===== src/rtl/mips_ctrl_pkg.sv =====
// rtl/mips_ctrl_pkg.sv - opcodes, state encoding and datapath select constants for multicycle_control
package mips_ctrl_pkg;

  localparam logic [5:0] OP_RTYPE = 6'b000000;
  localparam logic [5:0] OP_LW    = 6'b100011;
  localparam logic [5:0] OP_SW    = 6'b101011;
  localparam logic [5:0] OP_BEQ   = 6'b000100;
  localparam logic [5:0] OP_ADDI  = 6'b001000;
  localparam logic [5:0] OP_J     = 6'b000010;

  localparam logic [1:0] ALU_ADD   = 2'b00;
  localparam logic [1:0] ALU_SUB   = 2'b01;
  localparam logic [1:0] ALU_FUNCT = 2'b10;

  localparam logic [1:0] SRCB_B       = 2'b00;
  localparam logic [1:0] SRCB_FOUR    = 2'b01;
  localparam logic [1:0] SRCB_IMM     = 2'b10;
  localparam logic [1:0] SRCB_IMM_SL2 = 2'b11;

  localparam logic [1:0] PCSRC_ALU    = 2'b00;
  localparam logic [1:0] PCSRC_ALUOUT = 2'b01;
  localparam logic [1:0] PCSRC_JUMP   = 2'b10;

  localparam logic [3:0] ST_FETCH  = 4'd0;
  localparam logic [3:0] ST_DECODE = 4'd1;
  localparam logic [3:0] ST_MEMADR = 4'd2;
  localparam logic [3:0] ST_MEMRD  = 4'd3;
  localparam logic [3:0] ST_MEMWB  = 4'd4;
  localparam logic [3:0] ST_MEMWR  = 4'd5;
  localparam logic [3:0] ST_EXEC   = 4'd6;
  localparam logic [3:0] ST_RWB    = 4'd7;
  localparam logic [3:0] ST_BEQ    = 4'd8;
  localparam logic [3:0] ST_ADDIEX = 4'd9;
  localparam logic [3:0] ST_ADDIWB = 4'd10;
  localparam logic [3:0] ST_JMP    = 4'd11;

  typedef enum logic [3:0] {
    S_FETCH  = ST_FETCH,
    S_DECODE = ST_DECODE,
    S_MEMADR = ST_MEMADR,
    S_MEMRD  = ST_MEMRD,
    S_MEMWB  = ST_MEMWB,
    S_MEMWR  = ST_MEMWR,
    S_EXEC   = ST_EXEC,
    S_RWB    = ST_RWB,
`ifdef MIPS_CTRL_ADDI_J_EN
    S_BEQ    = ST_BEQ,
    S_ADDIEX = ST_ADDIEX,
    S_ADDIWB = ST_ADDIWB,
    S_JMP    = ST_JMP
`else
    S_BEQ    = ST_BEQ
`endif
  } state_t;

  // Successor of DECODE; S_FETCH marks an unsupported (or unknown) opcode.
  function automatic state_t decode_next(input logic [5:0] op);
    state_t nxt;
    case (op)
      OP_RTYPE:     nxt = S_EXEC;
      OP_LW, OP_SW: nxt = S_MEMADR;
      OP_BEQ:       nxt = S_BEQ;
`ifdef MIPS_CTRL_ADDI_J_EN
      OP_ADDI:      nxt = S_ADDIEX;
      OP_J:         nxt = S_JMP;
`endif
      default:      nxt = S_FETCH;
    endcase
    return nxt;
  endfunction

endpackage


===== src/rtl/multicycle_control_if.sv =====
// rtl/multicycle_control_if.sv - controller/datapath signal bundle; master = controller side
interface multicycle_control_if #(
  parameter int OPCODE_W = 6,
  parameter int ALUOP_W  = 2,
  parameter int CNT_W    = 32
) ();

  logic [OPCODE_W-1:0] opcode;
  logic                zero;
  logic                mem_ready;
  logic                PCWrite;
  logic                PCWriteCond;
  logic                IorD;
  logic                MemRead;
  logic                MemWrite;
  logic                IRWrite;
  logic                MemToReg;
  logic                RegDst;
  logic                RegWrite;
  logic                ALUSrcA;
  logic [1:0]          ALUSrcB;
  logic [ALUOP_W-1:0]  ALUOp;
  logic [1:0]          PCSrc;
  logic                illegal_op;
  logic [3:0]          state;
  logic [CNT_W-1:0]    instr_cnt;

  modport master (
    input  opcode, zero, mem_ready,
    output PCWrite, PCWriteCond, IorD, MemRead, MemWrite, IRWrite, MemToReg,
           RegDst, RegWrite, ALUSrcA, ALUSrcB, ALUOp, PCSrc, illegal_op,
           state, instr_cnt
  );

  modport slave (
    output opcode, zero, mem_ready,
    input  PCWrite, PCWriteCond, IorD, MemRead, MemWrite, IRWrite, MemToReg,
           RegDst, RegWrite, ALUSrcA, ALUSrcB, ALUOp, PCSrc, illegal_op,
           state, instr_cnt
  );

endinterface


===== src/rtl/mc_ctrl_outdec.sv =====
// rtl/mc_ctrl_outdec.sv - state to datapath control vector decoder (MIPS_CTRL_ADDI_J_EN adds addi/j rows)
module mc_ctrl_outdec
  import mips_ctrl_pkg::*;
#(
  parameter int ALUOP_W = 2
) (
  input  state_t             i_state,
  input  logic               i_mem_ready,
  output logic               o_pc_write,
  output logic               o_pc_write_cond,
  output logic               o_iord,
  output logic               o_mem_read,
  output logic               o_mem_write,
  output logic               o_ir_write,
  output logic               o_mem_to_reg,
  output logic               o_reg_dst,
  output logic               o_reg_write,
  output logic               o_alu_src_a,
  output logic [1:0]         o_alu_src_b,
  output logic [ALUOP_W-1:0] o_alu_op,
  output logic [1:0]         o_pc_src
);

  always_comb begin
    o_pc_write      = 1'b0;
    o_pc_write_cond = 1'b0;
    o_iord          = 1'b0;
    o_mem_read      = 1'b0;
    o_mem_write     = 1'b0;
    o_ir_write      = 1'b0;
    o_mem_to_reg    = 1'b0;
    o_reg_dst       = 1'b0;
    o_reg_write     = 1'b0;
    o_alu_src_a     = 1'b0;
    o_alu_src_b     = SRCB_B;
    o_alu_op        = ALUOP_W'(ALU_ADD);
    o_pc_src        = PCSRC_ALU;
    case (i_state)
      S_FETCH: begin
        // IR and PC only advance on the cycle the instruction word arrives.
        o_mem_read  = 1'b1;
        o_alu_src_b = SRCB_FOUR;
        o_ir_write  = i_mem_ready;
        o_pc_write  = i_mem_ready;
      end
      S_DECODE: o_alu_src_b = SRCB_IMM_SL2;
      S_MEMADR: begin
        o_alu_src_a = 1'b1;
        o_alu_src_b = SRCB_IMM;
      end
      S_MEMRD: begin
        o_mem_read = 1'b1;
        o_iord     = 1'b1;
      end
      S_MEMWB: begin
        o_reg_write  = 1'b1;
        o_mem_to_reg = 1'b1;
      end
      S_MEMWR: begin
        o_mem_write = 1'b1;
        o_iord      = 1'b1;
      end
      S_EXEC: begin
        o_alu_src_a = 1'b1;
        o_alu_op    = ALUOP_W'(ALU_FUNCT);
      end
      S_RWB: begin
        o_reg_write = 1'b1;
        o_reg_dst   = 1'b1;
      end
      S_BEQ: begin
        o_alu_src_a     = 1'b1;
        o_alu_op        = ALUOP_W'(ALU_SUB);
        o_pc_write_cond = 1'b1;
        o_pc_src        = PCSRC_ALUOUT;
      end
`ifdef MIPS_CTRL_ADDI_J_EN
      S_ADDIEX: begin
        o_alu_src_a = 1'b1;
        o_alu_src_b = SRCB_IMM;
      end
      S_ADDIWB: o_reg_write = 1'b1;
      S_JMP: begin
        o_pc_write = 1'b1;
        o_pc_src   = PCSRC_JUMP;
      end
`endif
      default: ;
    endcase
  end

endmodule


===== src/rtl/multicycle_control.sv =====
// rtl/multicycle_control.sv - multicycle MIPS control FSM with retire counter; MIPS_CTRL_ADDI_J_EN enables addi/j
module multicycle_control
  import mips_ctrl_pkg::*;
#(
  parameter int OPCODE_W = 6,
  parameter int ALUOP_W  = 2,
  parameter int CNT_W    = 32
) (
  input  logic                 clk,
  input  logic                 rst_n,
  multicycle_control_if.master bus
);

  state_t             r_state;
  logic [CNT_W-1:0]   r_instr_cnt;
  logic [OPCODE_W-1:0] w_opcode;
  state_t             w_decode_next;
  logic               w_retire;

  assign w_opcode      = bus.opcode;
  assign w_decode_next = decode_next(w_opcode);

  always_ff @(posedge clk or negedge rst_n) begin
    if (!rst_n) begin
      r_state <= S_FETCH;
    end else begin
      case (r_state)
        S_FETCH:  if (bus.mem_ready) r_state <= S_DECODE;
        S_DECODE: r_state <= w_decode_next;
        S_MEMADR: r_state <= (w_opcode == OP_SW) ? S_MEMWR : S_MEMRD;
        S_MEMRD:  if (bus.mem_ready) r_state <= S_MEMWB;
        S_MEMWR:  if (bus.mem_ready) r_state <= S_FETCH;
        S_EXEC:   r_state <= S_RWB;
`ifdef MIPS_CTRL_ADDI_J_EN
        S_ADDIEX: r_state <= S_ADDIWB;
`endif
        default:  r_state <= S_FETCH;
      endcase
    end
  end

  // An instruction retires in its last state; a stalled store retires on its ready cycle.
  always_comb begin
    w_retire = 1'b0;
    case (r_state)
      S_MEMWB, S_RWB, S_BEQ: w_retire = 1'b1;
      S_MEMWR:               w_retire = bus.mem_ready;
`ifdef MIPS_CTRL_ADDI_J_EN
      S_ADDIWB, S_JMP:       w_retire = 1'b1;
`endif
      default:               w_retire = 1'b0;
    endcase
  end

  always_ff @(posedge clk or negedge rst_n) begin
    if (!rst_n) begin
      r_instr_cnt <= '0;
    end else if (w_retire) begin
      r_instr_cnt <= r_instr_cnt + 1'b1;
    end
  end

  assign bus.state      = r_state;
  assign bus.instr_cnt  = r_instr_cnt;
  assign bus.illegal_op = (r_state == S_DECODE) && (w_decode_next == S_FETCH);

  mc_ctrl_outdec #(
    .ALUOP_W(ALUOP_W)
  ) u_outdec (
    .i_state        (r_state),
    .i_mem_ready    (bus.mem_ready),
    .o_pc_write     (bus.PCWrite),
    .o_pc_write_cond(bus.PCWriteCond),
    .o_iord         (bus.IorD),
    .o_mem_read     (bus.MemRead),
    .o_mem_write    (bus.MemWrite),
    .o_ir_write     (bus.IRWrite),
    .o_mem_to_reg   (bus.MemToReg),
    .o_reg_dst      (bus.RegDst),
    .o_reg_write    (bus.RegWrite),
    .o_alu_src_a    (bus.ALUSrcA),
    .o_alu_src_b    (bus.ALUSrcB),
    .o_alu_op       (bus.ALUOp),
    .o_pc_src       (bus.PCSrc)
  );

endmodule


===== src/flat_wrapper.sv =====
// flat-port wrapper written by rule: the top's interface ports become plain ports
module multicycle_control_flat import mips_ctrl_pkg::*;
#(
  parameter int OPCODE_W = 6,
  parameter int ALUOP_W  = 2,
  parameter int CNT_W    = 32
)
  (clk, rst_n, bus_opcode, bus_zero, bus_mem_ready, bus_PCWrite, bus_PCWriteCond, bus_IorD, bus_MemRead, bus_MemWrite, bus_IRWrite, bus_MemToReg, bus_RegDst, bus_RegWrite, bus_ALUSrcA, bus_ALUSrcB, bus_ALUOp, bus_PCSrc, bus_illegal_op, bus_state, bus_instr_cnt);
  multicycle_control_if #(.OPCODE_W(OPCODE_W), .ALUOP_W(ALUOP_W), .CNT_W(CNT_W)) bus_i ();
  input  logic clk;
  input  logic rst_n;
  input wire logic [$bits(bus_i.opcode)-1:0] bus_opcode;
  input wire logic [$bits(bus_i.zero)-1:0] bus_zero;
  input wire logic [$bits(bus_i.mem_ready)-1:0] bus_mem_ready;
  output wire logic [$bits(bus_i.PCWrite)-1:0] bus_PCWrite;
  output wire logic [$bits(bus_i.PCWriteCond)-1:0] bus_PCWriteCond;
  output wire logic [$bits(bus_i.IorD)-1:0] bus_IorD;
  output wire logic [$bits(bus_i.MemRead)-1:0] bus_MemRead;
  output wire logic [$bits(bus_i.MemWrite)-1:0] bus_MemWrite;
  output wire logic [$bits(bus_i.IRWrite)-1:0] bus_IRWrite;
  output wire logic [$bits(bus_i.MemToReg)-1:0] bus_MemToReg;
  output wire logic [$bits(bus_i.RegDst)-1:0] bus_RegDst;
  output wire logic [$bits(bus_i.RegWrite)-1:0] bus_RegWrite;
  output wire logic [$bits(bus_i.ALUSrcA)-1:0] bus_ALUSrcA;
  output wire logic [$bits(bus_i.ALUSrcB)-1:0] bus_ALUSrcB;
  output wire logic [$bits(bus_i.ALUOp)-1:0] bus_ALUOp;
  output wire logic [$bits(bus_i.PCSrc)-1:0] bus_PCSrc;
  output wire logic [$bits(bus_i.illegal_op)-1:0] bus_illegal_op;
  output wire logic [$bits(bus_i.state)-1:0] bus_state;
  output wire logic [$bits(bus_i.instr_cnt)-1:0] bus_instr_cnt;
  assign bus_i.opcode = bus_opcode;
  assign bus_i.zero = bus_zero;
  assign bus_i.mem_ready = bus_mem_ready;
  assign bus_PCWrite = bus_i.PCWrite;
  assign bus_PCWriteCond = bus_i.PCWriteCond;
  assign bus_IorD = bus_i.IorD;
  assign bus_MemRead = bus_i.MemRead;
  assign bus_MemWrite = bus_i.MemWrite;
  assign bus_IRWrite = bus_i.IRWrite;
  assign bus_MemToReg = bus_i.MemToReg;
  assign bus_RegDst = bus_i.RegDst;
  assign bus_RegWrite = bus_i.RegWrite;
  assign bus_ALUSrcA = bus_i.ALUSrcA;
  assign bus_ALUSrcB = bus_i.ALUSrcB;
  assign bus_ALUOp = bus_i.ALUOp;
  assign bus_PCSrc = bus_i.PCSrc;
  assign bus_illegal_op = bus_i.illegal_op;
  assign bus_state = bus_i.state;
  assign bus_instr_cnt = bus_i.instr_cnt;
  multicycle_control #(.OPCODE_W(OPCODE_W), .ALUOP_W(ALUOP_W), .CNT_W(CNT_W)) u_core (.clk(clk), .rst_n(rst_n), .bus(bus_i));
endmodule

===== config.mk =====
export PLATFORM = sky130hd
export DESIGN_NAME = multicycle_control_flat
export DESIGN_NICKNAME = d
export VERILOG_FILES = /design/src/rtl/mips_ctrl_pkg.sv /design/src/rtl/multicycle_control_if.sv /design/src/rtl/mc_ctrl_outdec.sv /design/src/rtl/multicycle_control.sv /design/src/flat_wrapper.sv
export SDC_FILE = /design/constraint.sdc
export NUM_CORES = 1
export LEC_CHECK = 0
export CELL_PAD_IN_SITES_DETAIL_PLACEMENT = 1
export CELL_PAD_IN_SITES_GLOBAL_PLACEMENT = 1
export CORE_MARGIN = 4
export CORE_UTILIZATION = 39
export DETAILED_ROUTE_END_ITERATION = 12
export GPL_TIMING_DRIVEN = 0
export PLACE_DENSITY_LB_ADDON = 0.1
export SLEW_MARGIN = 40
export SYNTH_ARGS = -nofsm -noshare
export SYNTH_HDL_FRONTEND = slang
export SYNTH_HIERARCHICAL = 1
export SYNTH_SLANG_ARGS = --single-unit

===== constraint.sdc =====
create_clock -name clk -period 4.26 [get_ports clk]
set_input_delay 0.426 -clock clk [delete_from_list [all_inputs] [get_ports clk]]
set_output_delay 0.426 -clock clk [all_outputs]
set_load 0.005 [all_outputs]

==> results.yml, run 1 <==
run_status:
  status: "finished clean"
worst_setup_path:
  crit_path_max_incr_delay_ns: 0.57
  crit_path_end_kind: "output port"
  r2r_cells: 5
  cpMostUsedCell: "clkdlybuf4s50_1"
  crit_end: "bus_illegal_op"
  r2r_setup_slack_ns: 2.38
  rr_startpoint: "u_core/bus.state[1]"
  crit_start: "bus_opcode[1]"
  startpoint_type: "input port"
  crit_path_top_delay_cell: "or4_4"
  crit_arrival_ns: 2.04
  r2r-end: "u_core/bus.instr_cnt[1]"
  path_cells: "clkdlybuf4s50_1 > or4_4 > o21ai_0 > a21oi_1 > clkdlybuf4s50_1"
  cp_data_required_time_ns: 3.83
  worst-path-max-fanout: 4
  crit_type: "input port to output port"
timing:
  rsz0062_at_grt: "false"
  final-hold-violation-count: 0
  setup_viol: 0
  fin_skew_ns: 0.00372
  maxSlewViolCount: 0
  fmax_ghz: 0.406
  layout_min_cycle_time_ns: 2.46
  fin_crit_sh_pct: 57.8
  fin_tns_setup_ns: 0
  setup_slack_ns: 1.80
placement:
  place_congestion: 0.757
  dpl.hpwl_microns: 4120
  io_buffer_count: 60
  place_area_sq_um: 2930
  pre_cts_ws_ns: 1.80
logic_synthesis:
  ys_types: 45
  syn-cell-area_sq_um: 2210
  synthesis.nets: 215
  ys_seq_area_share_pct: 40.7
  yosysWarnings: 6
  synth_seq_cells: 36
  synthCells: 204
  synth_enable_flop_cells: 0
  avgSynthCellArea_sq_um: 10.9
  synthFlopType: "dfrtp_1"
  async_reset_ff_share_pct: 100
route:
  wl_microns: 5510
  viasPerCell: 5.20
  wl_per_cell_microns: 16.0
  ant_nets: 0
  firstDrtPassIters: 4
  drcViolationCount: 0
  routed-via-count: 1794
  dr.first_iter.drc_count: 51
floorplan:
  rows: 27
  dieArea_sq_um: 6950
  floorplan.initialDensity_pct: 40.2
  die_w_microns: 83.4
  pin_count: 63
  die_h_microns: 83.4
  coreArea_sq_um: 5510
clock_network:
  cts_tree: "yes"
  clock_sinks: 36
  postCtsSetupRepairBufs: 0
  clockBufferDepth: 2
  ctsResizeCount: 0
  path_clk_slew_ns: 0.07
  cts-htree-levels: 2
  cts_inserted_buffers: 5
  cts_root_buf: "clkbuf_8"
  hold_buffers: 0
  clkLatencyLatePin_ns: 0.29
global_routing:
  grt_max_degree: 23
  grtUsageTotal_pct: 16.9
  grt_pass1_vias: 1896
  grt_pass1_wl_microns: 9630
  antenna_found_initial: 0
  gr-total-overflow: 0
finish:
  final_cell_area_sq_um: 3020
  final_common_cell: "clkdlybuf4s50_1"
  n_fill_cell: 614
  area_delta_synth_final_pct: 36.3
  n_antenna_cell: 0
  final_layout_size_suffix_gt1_share_pct: 17.6
  layout_common_cells: "clkdlybuf4s50_1 (59), dfrtp_1 (36), xor2_1 (30)"
  layout.nets: 283
power:
  p_leak_uw: 0.00138
  max-vdd-ir-drop_v: 0.000182
  p_per_area_nw_per_um2: 342
min_path:
  hp-class: "input port to asynchronous set/reset pin"
job:
  cap_violations: 0
-- logic make-up after synthesis --
kind of cell,share of synthesized area [%]
other cells,0.169
xor+xnor,13.8
flops,40.7
fa+ha+maj,0.565
mux,0.508
simple gates,33.3
compound gates,4.29
buf+inv,6.72
-- synthesized netlist by cell type (3+ instances only) --
| cell type | count | area, sq um |
|---|---|---|
| a21oi_1 | 3 | 15.0 |
| buf_6 | 7 | 78.8 |
| and4_1 | 5 | 43.8 |
| nand2b_1 | 3 | 18.8 |
| xnor2_1 | 3 | 26.3 |
| nand2_1 | 11 | 41.3 |
| o21ai_0 | 3 | 15.0 |
| nor3_1 | 12 | 60.1 |
| and3_1 | 5 | 31.3 |
| nand3_1 | 10 | 50.1 |
| nor4_2 | 8 | 100 |
| dfrtp_1 | 36 | 901 |
| nor4b_2 | 3 | 45.0 |
| xor2_1 | 30 | 263 |
| nor3b_1 | 7 | 52.6 |
| nand4_1 | 5 | 31.3 |
| nor2_1 | 10 | 37.5 |
| buf_4 | 7 | 52.6 |
| and2_1 | 3 | 18.8 |
-- sequential cells by signal (all words and copies together), names as in the netlist --
| signal | cells |
|---|---|
| u_core/bus.instr_cnt | 32 |
| u_core/bus.state | 4 |
-- report_power, final --
| part | leakage (uW) | internal, uW | total (uW) | switching (uW) |
|---|---|---|---|---|
| Clock | 0.0000455 | 132 | 253 | 121 |
| Combinational | 0.000837 | 218 | 386 | 169 |
| Sequential | 0.000497 | 362 | 392 | 30.3 |
| Total | 0.00138 | 712 | 1030 | 320 |
-- final cells by class --
class	instances	area, sq um	area share, %
Tap cell	72	90.1	2.99
Buffer	16	141	4.68
Sequential cell	36	901	29.9
Multi-Input combinational cell	150	1160	38.6
Inverter	2	7.51	0.249
Timing Repair Buffer	61	623	20.6
Clock buffer	8	90.1	2.99
-- worst min-delay path by stage --
stage	to	start	slack, ns	cells past startpoint
finish	u_core/bus.instr_cnt[30]	rst_n	0.06	1
global route	u_core/bus.instr_cnt[30]	rst_n	0.08	1
CTS	u_core/bus.instr_cnt[2]	rst_n	0.07	1
detailed placement	u_core/bus.instr_cnt[30]	rst_n	0.38	1
global placement	u_core/bus.instr_cnt[31]	u_core/bus.instr_cnt[31]	0.46	1
floorplan	u_core/bus.instr_cnt[0]	rst_n	0.13	0
-- metal layers --
layer / track usage, % / wire [microns] / vias to the layer above
li1: - / - / 870
met1: 22.8 / 2620 / 880
met2: 27.6 / 2670 / 37
met3: 3.08 / 163 / 7
met4: 4.75 / 58 / 0
met5: 0 / 0 / -
-- metrics by stage --
step | hold WS [ns] | util [%] | total power [uW] | std cells
finish | 0.0593 | 54.8 | 1030 | 345
global route | 0.0812 | 54.8 | 1100 | 345
floorplan | 0.130 | - | 606 | 204
CTS | 0.0694 | 54.8 | 1050 | 345
global placement | 0.457 | 52.8 | 783 | 336
detailed placement | 0.381 | 53.2 | 792 | 337
-- critical path, delay by kind of cell --
| family | cells | cell delay, ns |
|---|---|---|
| buf+inv | 2 | 0.86 |
| compound gates | 2 | 0.18 |
| simple gates | 1 | 0.57 |
Note: power is estimated with default switching activity, not from simulation.
==> inputs of run 2 (changes only) <==
--- a/config.mk
+++ b/config.mk
@@ -8,7 +8,7 @@
 export CELL_PAD_IN_SITES_DETAIL_PLACEMENT = 1
 export CELL_PAD_IN_SITES_GLOBAL_PLACEMENT = 1
 export CORE_MARGIN = 4
-export CORE_UTILIZATION = 39
+export CORE_UTILIZATION = 33
 export DETAILED_ROUTE_END_ITERATION = 12
 export GPL_TIMING_DRIVEN = 0
 export PLACE_DENSITY_LB_ADDON = 0.1
==> constraint.sdc (replaced) <==
create_clock -name clk -period 2.1 [get_ports clk]
set_input_delay 0.21 -clock clk [delete_from_list [all_inputs] [get_ports clk]]
set_output_delay 0.21 -clock clk [all_outputs]
set_load 0.005 [all_outputs]
==> run 2 against run 1 <==
Net effect:
- critical path depth decreased by 2
- routed wire length increased by 1.3%
- design area rose by 1.8%
- critical endpoint is now bus_PCWriteCond
==> results.yml, run 2 (synthesized netlist as in run 1, its figures left out) <==
route:
  routed-via-count: 1836
  ant_nets: 0
  viasPerCell: 5.16
  drcViolationCount: 0
  wl_per_cell_microns: 15.7
  wl_microns: 5580
  firstDrtPassIters: 4
  dr.first_iter.drc_count: 73
worst_setup_path:
  crit_buf_inv: 2
  crit_path_end_kind: "output port"
  path_cells: "buf_6 > nor4b_4 > clkdlybuf4s50_1"
  crit_start: "u_core/bus.state[1]"
  critPathTopFamily: "buffers and inverters"
  crit_path_max_incr_delay_ns: 0.57
  rr_startpoint: "u_core/bus.state[3]"
  crit_path_top_delay_cell: "clkdlybuf4s50_1"
  crit_arrival_ns: 1.76
  worst-path-max-fanout: 5
  cp_data_required_time_ns: 1.89
  startpoint_type: "register"
  crit_type: "register to output port"
finish:
  largest_reg_flops: 32
  area_delta_synth_final_pct: 38.7
  final_layout_size_suffix_gt1_share_pct: 21.1
  n_antenna_cell: 0
  layout.nets: 290
  layout_common_cells: "clkdlybuf4s50_1 (53), dfrtp_1 (35), xor2_1 (30)"
  fin_util_pct: 47.8
  final_common_cell: "clkdlybuf4s50_1"
  finalNonFillerCells: 356
power:
  max-vdd-ir-drop_v: 0.000520
  p_per_area_nw_per_um2: 696
  p_leak_uw: 0.00148
  power.total_uw: 2140
clock_network:
  clkLatencyLatePin_ns: 0.29
  cts_root_buf: "clkbuf_8"
  path_clk_slew_ns: 0.07
  clockBufferDepth: 2
  cts-htree-levels: 2
  cts_inserted_buffers: 5
  cts_tree: "yes"
  clock_sinks: 36
timing:
  setup_slack_ns: 0.126
  layout_min_cycle_time_ns: 1.97
  fin_skew_ns: 0.00543
  fin_tns_setup_ns: 0
  final-hold-violation-count: 0
  fmax_ghz: 0.507
  maxSlewViolCount: 0
  setup_viol: 0
  fin_crit_sh_pct: 94.0
  rsz0062_at_grt: "false"
placement:
  dpl.hpwl_microns: 4040
  post-place-cells: 341
  io_buffer_count: 60
  pre_cts_ws_ns: 0.0201
  place_congestion: 0.763
floorplan:
  rows: 29
  floorplan.initialDensity_pct: 34.5
  pin_count: 63
  coreArea_sq_um: 6420
  die_h_microns: 89.9
  die_w_microns: 89.9
  dieArea_sq_um: 8090
min_path:
  hp-class: "input port to asynchronous set/reset pin"
global_routing:
  grtUsageTotal_pct: 14.1
  gr-total-overflow: 0
  grt_pass1_vias: 1930
  antenna_found_initial: 0
  grt_max_degree: 37
  grt_pass1_wl_microns: 9590
run_status:
  status: "finished clean"
job:
  cap_violations: 0
-- run 2: cell types whose count changed in the layout (fill, tap and decap cells not counted), sizes merged --
cell           previous run  this run
buf                      18        25
clkdlybuf4s50            59        53
dlymetal6s2s              0         3
dlygate4sd2               0         1
dlygate4sd3               0         1
-- run 2: path summary, 6_finish.rpt --
check	end	cells after the start	slack [ns]
worst max-delay path	bus_PCWriteCond	3	0.13
worst min-delay path	u_core/bus.instr_cnt[19]	2	0.42
worst max register to register	u_core/bus.instr_cnt[1]	6	0.24
worst min register to register	u_core/bus.instr_cnt[31]	1	0.48
max in group asynchronous	u_core/bus.state[1]	2	1.33
min in group clk	u_core/bus.instr_cnt[31]	1	0.48
-- run 2: timing repair --
action                     in CTS  in global routing
hold buffers                    1                  0
gates resized for setup         3                  7
gates cloned                    0                  1
setup buffers                   4                  2
hold endpoints to repair       36                  0
pin swaps                       1                  1
setup endpoints to repair       2                  5
-- run 2: area by class of cell --
class / instances / area (sq um)
Inverter: 2 / 7.51
Sequential cell: 36 / 902
Timing Repair Buffer: 68 / 657
Buffer: 16 / 141
Multi-Input combinational cell: 150 / 1170
Fill cell: 707 / 3350
Clock buffer: 7 / 96.3
Tap cell: 77 / 96.3
-- run 2: stage by stage --
step	hold slack [ns]	area, sq um
after floorplan	-0.0856	2210
after global placement	0.460	2910
after detailed placement	0.207	2910
after CTS	0.439	3050
after global routing	0.471	3070
final	0.418	3070
-- run 2: metal layers --
metal  part of all wire, %  up-vias  track usage (%)
met5                     0        -                0
met3                   3.5        7             3.09
met2                    47       43             23.1
li1                      -      872                -
met1                    48      914             18.9
met4                   1.3        0             3.95
-- run 2: where the power goes --
part / internal (uW) / total [uW] / switching, uW / leakage, uW
registers: 736 / 797 / 60.4 / 0.000496
clock network: 292 / 529 / 237 / 0.0000503
logic: 451 / 811 / 360 / 0.000929
